===== src/rtl/mem_arbiter.sv =====
// Main-memory arbiter for I-fill, D-fill and write-through stores.
// One owner at a time; every grant returns through IDLE; fill grants are bounded by a watchdog.
module mem_arbiter #(
  parameter int unsigned TIMEOUT = 64
) (
  input  logic        clk,
  input  logic        rst_n,
  input  logic        i_req,
  input  logic [15:0] i_addr,
  input  logic        i_done,
  output logic        i_grant,
  output logic        i_data_valid,
  input  logic        d_req,
  input  logic [15:0] d_addr,
  input  logic        d_done,
  output logic        d_grant,
  output logic        d_data_valid,
  input  logic        wr_req,
  input  logic [15:0] wr_addr,
  input  logic [15:0] wr_data,
  output logic        wr_ack,
  output logic [15:0] mem_addr,
  output logic [15:0] mem_wdata,
  output logic        mem_enable,
  output logic        mem_wr,
  input  logic        mem_data_valid,
  output logic        timeout_err
);

  localparam int unsigned WD_W = (TIMEOUT > 1) ? $clog2(TIMEOUT) : 1;
  localparam logic [WD_W-1:0] WD_LAST = WD_W'(TIMEOUT - 1);

  typedef enum logic [1:0] {
    IDLE   = 2'd0,
    FILL_I = 2'd1,
    FILL_D = 2'd2,
    WRITE  = 2'd3
  } state_e;

  typedef enum logic {
    SRC_I = 1'b0,
    SRC_D = 1'b1
  } src_e;

  state_e          state_q, state_d;
  src_e            last_fill_q, last_fill_d;
  logic [WD_W-1:0] wd_cnt_q, wd_cnt_d;
  logic            fill_req, fill_done, wd_hit;

  always_ff @(posedge clk or negedge rst_n) begin
    if (!rst_n) begin
      state_q     <= IDLE;
      last_fill_q <= SRC_I;
      wd_cnt_q    <= '0;
    end else begin
      state_q     <= state_d;
      last_fill_q <= last_fill_d;
      wd_cnt_q    <= wd_cnt_d;
    end
  end

  always_comb begin
    state_d      = state_q;
    last_fill_d  = last_fill_q;
    wd_cnt_d     = '0;
    fill_req     = (state_q == FILL_D) ? d_req  : i_req;
    fill_done    = (state_q == FILL_D) ? d_done : i_done;
    wd_hit       = (wd_cnt_q == WD_LAST);
    i_grant      = 1'b0;
    i_data_valid = 1'b0;
    d_grant      = 1'b0;
    d_data_valid = 1'b0;
    wr_ack       = 1'b0;
    mem_addr     = '0;
    mem_wdata    = '0;
    mem_enable   = 1'b0;
    mem_wr       = 1'b0;
    timeout_err  = 1'b0;

    unique case (state_q)
      IDLE: begin
        if (wr_req) begin
          state_d = WRITE;
        end else if (i_req && d_req) begin
          state_d = (last_fill_q == SRC_I) ? FILL_D : FILL_I;
        end else if (d_req) begin
          state_d = FILL_D;
        end else if (i_req) begin
          state_d = FILL_I;
        end
      end

      WRITE: begin
        mem_enable = 1'b1;
        mem_wr     = 1'b1;
        mem_addr   = wr_addr;
        mem_wdata  = wr_data;
        wr_ack     = 1'b1;
        state_d    = IDLE;
      end

      FILL_I, FILL_D: begin
        mem_enable = 1'b1;
        if (state_q == FILL_I) begin
          i_grant      = 1'b1;
          i_data_valid = mem_data_valid;
          mem_addr     = i_addr;
        end else begin
          d_grant      = 1'b1;
          d_data_valid = mem_data_valid;
          mem_addr     = d_addr;
        end
        // A done or abort in the watchdog's last cycle is reported as a normal exit.
        timeout_err = wd_hit && fill_req && !fill_done;
        if (fill_done || !fill_req || wd_hit) begin
          state_d = IDLE;
        end else begin
          wd_cnt_d = wd_cnt_q + 1'b1;
        end
      end

      default: state_d = IDLE;
    endcase

    if (state_q == IDLE && state_d == FILL_I) last_fill_d = SRC_I;
    if (state_q == IDLE && state_d == FILL_D) last_fill_d = SRC_D;
  end

endmodule


===== config.mk =====
export PLATFORM = sky130hd
export DESIGN_NAME = mem_arbiter
export DESIGN_NICKNAME = d
export VERILOG_FILES = /design/src/rtl/mem_arbiter.sv
export SDC_FILE = /design/constraint.sdc
export NUM_CORES = 1
export LEC_CHECK = 0
export CORE_MARGIN = 2
export CORE_UTILIZATION = 30
export DETAILED_ROUTE_END_ITERATION = 10
export PLACE_DENSITY = 0.85
export SYNTH_ARGS = -nofsm -noshare
export SYNTH_HDL_FRONTEND = slang
export SYNTH_SLANG_ARGS = --single-unit

===== constraint.sdc =====
create_clock -name clk -period 1.9 [get_ports clk]
set_clock_uncertainty 0.05 [all_clocks]
set_input_delay 0.285 -clock clk [delete_from_list [all_inputs] [get_ports clk]]
set_output_delay 0.285 -clock clk [all_outputs]
set_load 0.05 [all_outputs]

==> run metrics, run 1 <==
status finished, violations left; failing checks negative setup slack; layout cells sized above 1 0.5339; critical path endpoint category output port; wirelength, routed 5.568 mm; critical path type reg2out; DR pass1 iterations 4; final worst slack -0.1913 ns; Max-slew headroom 0.7363; cells after synthesis 131; Num CTS Buffers 3; worst-path fanout max 9; Max Freq 478.2 MHz; via count 1480; num ports 112; number of synthesized flops with an enable pin 0; Layout Nets between 300 and 400; Synth top area share 0.1952; wire per inst 18.62 um; Worst-Margin Slew 0.3944 ns; Worst Reg-to-Reg Cells 7; Synth-to-Final Area Change 179.0%; Synth warnings 0; vias per cell 4.950; fin crit period 2.091 ns; Post-CTS Hold Fix Bufs 0; setup TNS -2.632 ns; die area 4357 um^2; Post-Syn Nets 209; RSZ-0062 raised after global routing true; vias in the first global route about 1500; most common cell after layout, fill and taps aside clkdlybuf4s50_1; clock buffer depth 2; top cells by area, synth dfrtp_1 20%, mux2_4 10%, and2_1 9.2%; slowest stage delay, CP 0.38 ns; DRC Markers 0; most frequent cells in the layout 71 x clkdlybuf4s50_1, 46 x buf_12, 16 x mux2_4, 16 x a22oi_2, 15 x nor2_4; initial antenna violation count 0; critical path's top delay family buffers and inverters; Root Driver clkbuf_8; GRT Util Overall 0.2284; Port Buffer Count 111; WP data arrival 1.76 ns; hold slack 0.2969 ns; required time of the critical path 1.56 ns; peak supply drop 1.282 mV; Placer Congestion between 0.7 and 0.8; count of cell types in the netlist 33; leakage between 1 and 1.5 nW; Slew Limit Fails 0; CP Cell Sequence inv_2, buf_4, ha_4, bufbuf_16, a22oi_2, nor2_4, buf_12; Final setup viols 18; Site Rows 22; Syn Std Cell Area 1154 um^2; CTS H-Tree Depth 1; FF+latch count, synth 9; # Max-Cap Violations 0; WP buf/inv 4; pwr dens 1709 nW/um^2; CTS clk-pin slew, worst paths 0.04 ns; Worst-Skew Late Latency 0.23 ns; clk sinks 9; first-pass GRT wire length 7.521 mm; crit path max-delay cell type dfrtp_1; Worst R2R Start state_q[0]$_DFF_PN0_; Fin. Hold Viols 0; Synth area leader dfrtp_1; ys flop type dfrtp_1; core area 3689 um^2; diode count 0; overflow left after global routing 0; FFs w/ async S/R, synth 1.000; register area share after synthesis 0.1952; post-route ant nets 0; CP startpoint kind flip-flop; CTS tree done; chip width 66.01 um; reg2reg end last_fill_q$_DFFE_PN0P_; Mean Syn Cell Area between 8 and 9 um^2; starting density of the core 0.3128; R2R setup slack around 0.1 ns; HPWL after DPL between 3 and 4 mm; DRT iter0 DRCs 34; largest net degree at the start of global routing 21; chip height 66.01 um; min-delay worst type in2async; Final Cycle Share 1.101
[stage by stage]
step,total power [mW],worst slack (ns),util,std cells,instance area [um^2]
after floorplan,2.766,-0.07486,-,131,1314
after detailed placement,4.767,0.02014,0.8060,292,2973
after global placement,4.698,0.04108,0.8060,292,2973
final,5.501,-0.1913,0.8725,299,3218
after global routing,5.689,-0.2508,0.8725,299,3218
after CTS,5.313,-0.1695,0.8467,297,3123
[cell usage after synthesis, drive strengths merged (2+ instances only)]
cell type   n
and3b       2
xnor2       3
clkbuf      3
mux2       16
nor2b       2
ha          6
o31ai       2
o21ai       3
dfrtp       9
inv         4
nand2       3
nand3       2
nor2       26
buf         7
a22oi      16
and2       17
[worst max path at each step]
stage | end | slack [ns] | from | cells past startpoint
after CTS | mem_addr[12] | -0.17 | state_q[1]$_DFF_PN0_ | 7
final | mem_addr[10] | -0.19 | state_q[1]$_DFF_PN0_ | 7
after global routing | mem_addr[4] | -0.25 | state_q[1]$_DFF_PN0_ | 7
after floorplan | mem_addr[14] | -0.07 | state_q[1]$_DFF_PN0_ | 7
after global placement | mem_addr[0] | 0.04 | state_q[1]$_DFF_PN0_ | 7
after detailed placement | mem_addr[3] | 0.02 | state_q[1]$_DFF_PN0_ | 7
[timing repair]
| item | CTS | global route |
|---|---|---|
| resized for setup | 15 | 17 |
| setup endpoints to repair | 24 | 34 |
| buffers inserted | 0 | 1 |
| cloned | 1 | 1 |
| endpoints found under the hold margin | 0 | 0 |
| pin swaps | 2 | 6 |
[cells by family after synthesis]
group,Yosys count,synth area share
AND/OR/NAND/NOR,56,0.2549
buffers and inverters,14,0.06507
flip-flops,9,0.1952
AO/OA/AOI/OAI,26,0.2072
adder cells (fa/ha/maj),6,0.06507
XOR/XNOR,4,0.03037
multiplexers,16,0.1822
[state kept, by name (all words and copies together), names as in the netlist]
name and cells:
last_fill_q 1, state_q 2, wd_cnt_q 6
[routing by layer]
layer | GRT usage | up-vias | wire [um]
met5 | 0 | - | 0
met4 | 0.06888 | 0 | 125
met3 | 0.05111 | 12 | 421
met2 | 0.4482 | 80 | 3077
met1 | 0.2378 | 694 | 1944
li1 | - | 694 | -
[power breakdown]
group / internal (mW) / switching (mW)
Clock: 0.146 / 0.0751
Combinational: 2.46 / 2.55
Sequential: 0.229 / 0.0368
Total: 2.83 / 2.67
[layout make-up]
| type | count | area, um^2 |
|---|---|---|
| well taps | 48 | 60.06 |
| clock buffers | 4 | 45.04 |
| multi-input cells | 108 | 1131 |
| fillers | 178 | 470.5 |
| inverters | 4 | 15.01 |
| repair buffers | 126 | 1742 |
| flip-flops and latches | 9 | 225.2 |
No activity file was read; power rests on OpenSTA's default activity.
==> run 2: changes to the inputs <==
ABC_CLOCK_PERIOD_IN_PS = 1900   (was default)
==> results of run 2 <==
The final DEF is identical to that of run 1; final timing and power are the same.
